===== src/rtl/button_debounce_multi_pkg.sv =====
// Shared definitions for the multi-channel button debouncer: hold FSM
// encoding and a time-to-cycles helper for integrators.
package button_debounce_multi_pkg;

  typedef enum logic [1:0] {
    ST_IDLE = 2'd0,
    ST_HELD = 2'd1,
    ST_LONG = 2'd2
  } hold_st_e;

  // Converts a duration in ms to clock cycles at clk_hz.
  function automatic int unsigned ms_to_cyc(input int unsigned clk_hz, input int unsigned ms);
    logic [63:0] cyc;
    cyc = 64'(clk_hz) * 64'(ms) / 64'd1000;
    return cyc[31:0];
  endfunction

endpackage


===== src/rtl/button_debounce_ch.sv =====
// One button channel: polarity normalise, 2-flop sync, debounce counter,
// and a hold FSM producing long-press and auto-repeat strobes.
module button_debounce_ch
  import button_debounce_multi_pkg::*;
#(
  parameter int DB_CYC     = 2_000_000,
  parameter int LONG_CYC   = 100_000_000,
  parameter int REP_CYC    = 20_000_000,
  parameter bit REPEAT_EN  = 1'b1,
  parameter bit ACTIVE_LOW = 1'b0
) (
  input  logic i_clk,
  input  logic i_rst_n,
  input  logic i_but,
  output logic o_level,
  output logic o_press,
  output logic o_release,
  output logic o_long_press,
  output logic o_repeat
);
  localparam int DB_W   = $clog2(DB_CYC);
  localparam int HOLD_W = $clog2(LONG_CYC + 1);
  localparam int REP_W  = $clog2(REP_CYC + 1);
  localparam logic [DB_W-1:0]   DB_LAST   = DB_W'(DB_CYC - 1);
  localparam logic [HOLD_W-1:0] HOLD_LAST = HOLD_W'(LONG_CYC - 1);
  localparam logic [REP_W-1:0]  REP_LAST  = REP_W'(REP_CYC - 1);

  logic              w_raw, w_mis, w_flip, w_rise, w_fall;
  logic              w_hold_hit, w_rep_hit, w_long_set, w_rep_set;
  logic [1:0]        r_sync;
  logic [DB_W-1:0]   r_db_cnt;
  logic [HOLD_W-1:0] r_hold_cnt;
  logic [REP_W-1:0]  r_rep_cnt;
  logic              r_level, r_press, r_release, r_long, r_rep;
  hold_st_e          r_state, w_state_nxt;

  assign w_raw = ACTIVE_LOW ? ~i_but : i_but;

  // Level flips only after DB_CYC consecutive mismatching samples.
  assign w_mis  = r_sync[1] != r_level;
  assign w_flip = w_mis && (r_db_cnt == DB_LAST);
  assign w_rise = w_flip && !r_level;
  assign w_fall = w_flip && r_level;

  assign w_hold_hit = r_hold_cnt == HOLD_LAST;
  assign w_rep_hit  = r_rep_cnt == REP_LAST;

  always_ff @(posedge i_clk or negedge i_rst_n) begin
    if (!i_rst_n) r_state <= ST_IDLE;
    else          r_state <= w_state_nxt;
  end

  always_comb begin
    w_state_nxt = r_state;
    case (r_state)
      ST_IDLE: if (w_rise) w_state_nxt = ST_HELD;
      ST_HELD: if (w_fall) w_state_nxt = ST_IDLE;
               else if (w_hold_hit) w_state_nxt = ST_LONG;
      ST_LONG: if (w_fall) w_state_nxt = ST_IDLE;
      default: w_state_nxt = ST_IDLE;
    endcase
  end

  // A release landing on a threshold cycle suppresses the strobe.
  always_comb begin
    w_long_set = (r_state == ST_HELD) && !w_fall && w_hold_hit;
    w_rep_set  = REPEAT_EN && (r_state == ST_LONG) && !w_fall && w_rep_hit;
  end

  always_ff @(posedge i_clk or negedge i_rst_n) begin
    if (!i_rst_n) begin
      r_sync     <= '0;
      r_db_cnt   <= '0;
      r_level    <= 1'b0;
      r_press    <= 1'b0;
      r_release  <= 1'b0;
      r_hold_cnt <= '0;
      r_rep_cnt  <= '0;
      r_long     <= 1'b0;
      r_rep      <= 1'b0;
    end else begin
      r_sync     <= {r_sync[0], w_raw};
      r_db_cnt   <= (!w_mis || w_flip) ? '0 : r_db_cnt + 1'b1;
      r_level    <= r_level ^ w_flip;
      r_press    <= w_rise;
      r_release  <= w_fall;
      r_hold_cnt <= (r_state == ST_HELD) ? r_hold_cnt + 1'b1 : '0;
      r_rep_cnt  <= ((r_state == ST_LONG) && !w_rep_hit) ? r_rep_cnt + 1'b1 : '0;
      r_long     <= w_long_set;
      r_rep      <= w_rep_set;
    end
  end

  assign o_level      = r_level;
  assign o_press      = r_press;
  assign o_release    = r_release;
  assign o_long_press = r_long;
  assign o_repeat     = r_rep;

endmodule


===== src/rtl/button_debounce_multi.sv =====
// N_CH independent debounced button channels with a shared any-press flag.
module button_debounce_multi
  import button_debounce_multi_pkg::*;
#(
  parameter int N_CH       = 5,
  parameter int DB_CYC     = 2_000_000,
  parameter int LONG_CYC   = 100_000_000,
  parameter int REP_CYC    = 20_000_000,
  parameter bit REPEAT_EN  = 1'b1,
  parameter bit ACTIVE_LOW = 1'b0
) (
  input  logic            i_clk,
  input  logic            i_rst_n,
  input  logic [N_CH-1:0] i_but_in,
  output logic [N_CH-1:0] o_level,
  output logic [N_CH-1:0] o_press,
  output logic [N_CH-1:0] o_release,
  output logic [N_CH-1:0] o_long_press,
  output logic [N_CH-1:0] o_repeat,
  output logic            o_any_press
);

  for (genvar g = 0; g < N_CH; g++) begin : g_ch
    button_debounce_ch #(
      .DB_CYC    (DB_CYC),
      .LONG_CYC  (LONG_CYC),
      .REP_CYC   (REP_CYC),
      .REPEAT_EN (REPEAT_EN),
      .ACTIVE_LOW(ACTIVE_LOW)
    ) u_ch (
      .i_clk       (i_clk),
      .i_rst_n     (i_rst_n),
      .i_but       (i_but_in[g]),
      .o_level     (o_level[g]),
      .o_press     (o_press[g]),
      .o_release   (o_release[g]),
      .o_long_press(o_long_press[g]),
      .o_repeat    (o_repeat[g])
    );
  end

  // OR of registered strobes only; no path from the raw pins.
  assign o_any_press = |o_press;

endmodule


===== config.mk =====
export PLATFORM = sky130hd
export DESIGN_NAME = button_debounce_multi
export DESIGN_NICKNAME = d
export VERILOG_FILES = /design/src/rtl/button_debounce_multi_pkg.sv /design/src/rtl/button_debounce_ch.sv /design/src/rtl/button_debounce_multi.sv
export SDC_FILE = /design/constraint.sdc
export NUM_CORES = 1
export LEC_CHECK = 0
export ABC_AREA = 1
export ABC_CLOCK_PERIOD_IN_PS = 2300
export BUFFER_PORTS_ARGS = -buffer_cell sky130_fd_sc_hd__clkbuf_2
export CAP_MARGIN = 20
export CORE_MARGIN = 5
export CORE_UTILIZATION = 64
export DETAILED_ROUTE_END_ITERATION = 6
export PLACE_DENSITY = 0.87
export SYNTH_ARGS = -nofsm -noshare
export SYNTH_HDL_FRONTEND = slang
export SYNTH_HIERARCHICAL = 1
export SYNTH_SLANG_ARGS = --single-unit

===== constraint.sdc =====
create_clock -name i_clk -period 2.3 [get_ports i_clk]
set_input_delay 0.345 -clock i_clk [delete_from_list [all_inputs] [get_ports i_clk]]
set_output_delay 0.345 -clock i_clk [all_outputs]
set_load 0.05 [all_outputs]

Word-level counts from Yosys, hierarchy flattened
Cells that the tools add are included.
{ "word_totals": {"register_bits": 410, "latch_bits": 0, "ram_bits": 0, "romBits": 0, "in_bits": 7, "word_cells": 231, "mem_count": 0} }
{ "op_classes": {"addsub": 15, "multipliers": 0, "div": 0, "order_cmp": 0, "n_eq_ne": 45, "shift": 0, "muxes": 40, "bitwise_logic": 5, "n_reduce_logical": 76} }
{ "ops": {"columns": ["operator", "count"], "rows": [
  ["$add 27x1->27 const B", 5],
  ["$eq 27x27->1 const B", 5],
  ["$mux 27", 5],
  ["$add 25x1->25 const B", 5],
  ["$eq 25x25->1 const B", 5],
  ["$mux 25", 5],
  ["$add 21x1->21 const B", 5],
  ["$eq 21x21->1 const B", 5],
  ["$mux 21", 5],
  ["$logic_and 1x1->1", 40],
  ["$mux 2", 20],
  ["$pmux 2 s3", 5],
  ["$logic_not 1->1", 20],
  ["$ne 2x1->1 const B", 10],
  ["$ne 3x1->1 const B", 5],
  ["$reduce_and 3->1", 5],
  ["$eq 2x1->1 const B", 5],
  ["$eq 2x2->1 const B", 5],
  ["$logic_not 2->1", 5],
  ["$logic_or 1x1->1", 5],
  ["$ne 1x1->1", 5],
  ["$reduce_or 5->1", 1],
  ["$xor 1x1->1", 5]
]} }

Longest topological paths before layout
{ "depth": {"ltp_word": 6, "ltp_mapped": 10, "depth_no_buf": 10} }

Modules after synthesis
Netlist, hierarchy kept.
{ "by_module_without_submodules": {"columns": ["mod", "instances", "cells_each", "area_each_um2"], "rows": [
  ["button_debounce_ch (g_ch[1].u_ch ...)", 4, 665, 4642.0],
  ["button_debounce_ch (g_ch[0].u_ch)", 1, 665, 4697.0],
  ["button_debounce_multi", 1, 4, 16.3]
]} }

Worst setup path before layout
Ideal clock, no wire load.
{ "synth_timing": {"path_type": "register to register", "from": "reg g_ch[1].u_ch.r_rep_cnt[0]", "to": "reg g_ch[1].u_ch.r_rep_cnt[10]", "setup_ps": 121, "arrival_ps": 1481, "t_required_ps": 2179, "path_slack_ps": 698, "path_stages_with_launch": 10, "n_path_buf": 1, "period_less_slack_ps": 1602, "cell_sequence": "dfrtp_1 > ha_1 > nand2_2 > nor2_4 > nand2_4 > nor3_2 > nand2_2 > nand2_4 > buf_6 > nor2_1"} }
{ "synth_via": {"elab_chain_cells": 4} }
{ "synth_rtl": {"columns": ["item", "line", "source"], "rows": [
  ["from (decl)", "button_debounce_ch.sv:33", "logic [REP_W-1:0] r_rep_cnt;"],
  ["from (signal assigned)", "button_debounce_ch.sv:88", "r_rep_cnt <= ((r_state == ST_LONG) && !w_rep_hit) ? r_rep_cnt + 1'b1 : '0;"],
  ["branches (longest 3 deep; another with $add 25x1->25)", null, null],
  ["$mux 25 (*)", "button_debounce_ch.sv:88", null]
]} }
Mark *: on every way between the ends.
A chain may end at the register's enable or synchronous reset.

Worst setup path in the final report
{ "layout_timing": {"from": "reg g_ch[3].u_ch.r_db_cnt[0]", "to": "reg g_ch[3].u_ch.r_db_cnt[12]"} }
{ "layout_via": {"elab_chain_cells": 4} }
{ "layout_rtl": {"columns": ["item", "line", "source"], "rows": [
  ["from (decl)", "button_debounce_ch.sv:31", "logic [DB_W-1:0] r_db_cnt;"],
  ["from (signal assigned)", "button_debounce_ch.sv:83", "r_db_cnt <= (!w_mis || w_flip) ? '0 : r_db_cnt + 1'b1;"],
  ["branches (longest 3 deep; another with $add 21x1->21)", null, null],
  ["$mux 21 (*)", "button_debounce_ch.sv:83", null]
]} }
Marked as above.

==> impl_metrics.toml <==
[run_status]
status = "completed"

[timing]
tightest_slew_ps = 667
fin_setup_tns_ps = 0
slew_headroom = 0.555
fin_worst_skew_ps = 12.9
fin_crit_ps = 1940
rsz0062_at_grt = "no"
fmaxAchievable_mhz = 514
drv_slew = 0
finalCritPeriodShare = 0.845
finalHoldViolations = 0
setup_violations = 0
worst_slack_ps = 356

[clock_tree]
postCtsSetupRepairBufs = 0
clk_pin_slew_worst_paths_ps = 70
cts_made_buffers = 45
cts.sinks = 410
cts_buffer_depth = 3
cts_resized = 0
clockRootBuffer = "clkbuf_16"
worstSkewPairLatency_ps = 570
ctsHtreeMaxLevel = 2
holdBufCountCts = 6
tritoncts = "yes"

[synth]
synthTopCellsByArea = "dfrtp_1 (44%), nand2_1 (14%), nor2_1 (12%), inv_1 (7.3%), nand3_1 (4.9%)"
syn_inst = 3329
synth-seq-cells = 410
syn_area_mm2 = 0.0233
yosys_warnings = 6
synth-main-ff-cell = "dfrtp_1"
avgSynthCellArea_um2 = 6.99
synth_top_area_frac = 0.441
synth_edf_count = 0
synth-async-reset-ratio = 1.00
synth_top_area_cell = "dfrtp_1"
yosysSeqAreaShare = 0.441
syn_nets = 3351
ys_types = 31

[critical_path]
path_max_fanout = 20
start_kind = "register"
required_ps = 2750
r2r_cells = 6
cp.arrival_ps = 2400
critPathKind = "reg -> reg"
endpoint_kind = "register"

[final_layout]
drive_gt1_frac = 0.0585
layout_common_cells = "nand2_1 (870), nor2_1 (726), inv_1 (450)"
final_cells = 3896
syn_to_final_growth_pct = 9.92
final_common_cell = "nand2_1"
antennaDiodeCount = 0
final_net_count = 3424

[global_route]
antenna_found_initial = 0
grt_overflow = 0
first_global_vias = 20700
grt_pass1_wl_mm = 93.4
groute.usage.overall = 0.267
grt_max_degree = 71

[die]
dieArea_mm2 = 0.0403
std_cell_rows = 69
pin_count = 33
start_util = 0.651
die_h_um = 201
coreArea_mm2 = 0.0357
die_width_um = 201

[route]
drt_first_pass_iters = 7
ant_nets = 0
drcViolationCount = 0
num_vias = 21300
drt-wirelength-per-cell_um = 13.7
drt-total-wl_mm = 53.4
drt-initial-drc-count = 1678
viasPerCell = 5.45

[place]
place_congestion = 0.977
place_ws_ps = 364
dp_hpwl_mm = 39.1
dp_cells = 3810
port_buffers = 32

[pwr]
p_leak_uw = 0.0103
power_density_mw_per_mm2 = 582
vdd_drop_max_mv = 0.536
power.total_uw = 14900

[hold_path]
worst_hold_path_type = "in -> async"

[flow_run]
drv_cap = 0
==> metal layers <==
layer  global-route usage  share of wire  routed length [um]  up-vias
met4               0.0875          0.027                1430        0
met5                    0              0                   0        -
met3               0.0380          0.052                2800      130
met1                0.359           0.44               23700     9941
li1                     -              -                   -    10500
met2                0.450           0.48               25400      643
==> worst paths after layout <==
check / startpoint / end / slack, ps
max: g_ch[3].u_ch/r_db_cnt[0]$_DFF_PN0_ / g_ch[3].u_ch/r_db_cnt[12]$_DFF_PN0_ / 360
min: i_rst_n / g_ch[0].u_ch/r_hold_cnt[23]$_DFF_PN0_ / 330
max reg2reg: g_ch[3].u_ch/r_db_cnt[0]$_DFF_PN0_ / g_ch[3].u_ch/r_db_cnt[12]$_DFF_PN0_ / 360
min reg2reg: g_ch[3].u_ch/r_sync[0]$_DFF_PN0_ / g_ch[3].u_ch/r_sync[1]$_DFF_PN0_ / 350
max in group asynchronous: i_rst_n / g_ch[1].u_ch/r_hold_cnt[8]$_DFF_PN0_ / 1170
min in group i_clk: g_ch[3].u_ch/r_sync[0]$_DFF_PN0_ / g_ch[3].u_ch/r_sync[1]$_DFF_PN0_ / 350
==> cell type report <==
type / instances / area (um^2)
fillers: 2878 / 10200
flip-flops and latches: 410 / 10300
multi-input cells: 2438 / 11100
clock inverters: 22 / 224
well taps: 461 / 577
inverters: 451 / 1690
repair buffers: 56 / 415
clock buffers: 58 / 1300
==> worst max-delay path: stages, from the launching register on <==
cell and delay, ps:
dfrtp_1 420, ha_1 260, nand3_1 170, nor2_1 70, nand3_1 130, nand2_1 400, nor3b_1 370
==> cells in the mapped netlist, drive strengths merged (4+ instances only) <==
cell type    n
dfrtp      410
nor2       763
inv        450
nor3       193
and3         4
nor3b       10
o21bai       4
nand3      233
a21oi       93
buf         19
nand4       54
nand2      889
clkbuf      11
o21ai       60
ha          15
xor2        85
xnor2       24
nand3b       5
nor4         4
==> power by group <==
part | leakage [uW] | switching [uW] | total, uW | internal (uW)
logic | 0.00385 | 203 | 263 | 59.8
registers | 0.00570 | 31.3 | 7270 | 7240
clock network | 0.000742 | 3010 | 7350 | 4340
==> cells by family after synthesis <==
group / count (synthesis) / share of synthesized area
xor gates and xnor gates: 109 / 0.0410
buffers and inverters: 481 / 0.0816
DFF: 410 / 0.441
adders and majority gates: 15 / 0.00806
AOI/OAI and AO/OA: 158 / 0.0350
and+or+nand+nor: 2156 / 0.394
==> through the flow <==
stage | hold slack [ps] | instance area (um^2) | util
after floorplan | 49.4 | 23300 | -
after global placement | 326 | 24000 | 0.672
after detailed placement | 325 | 24000 | 0.672
after CTS | 317 | 25600 | 0.716
after global routing | 365 | 25600 | 0.716
final | 328 | 25600 | 0.716
==> sequential cells by signal, summed over array words and instances (netlist names), named ones only <==
name	flops
g_ch.u_ch/r_sync	10
g_ch.u_ch/r_hold_cnt	135
g_ch.u_ch/o_repeat	5
g_ch.u_ch/r_db_cnt	105
g_ch.u_ch/o_release	5
g_ch.u_ch/o_press	5
g_ch.u_ch/r_state	10
g_ch.u_ch/r_rep_cnt	125
g_ch.u_ch/o_long_press	5
No activity file was read; power rests on OpenSTA's default activity.
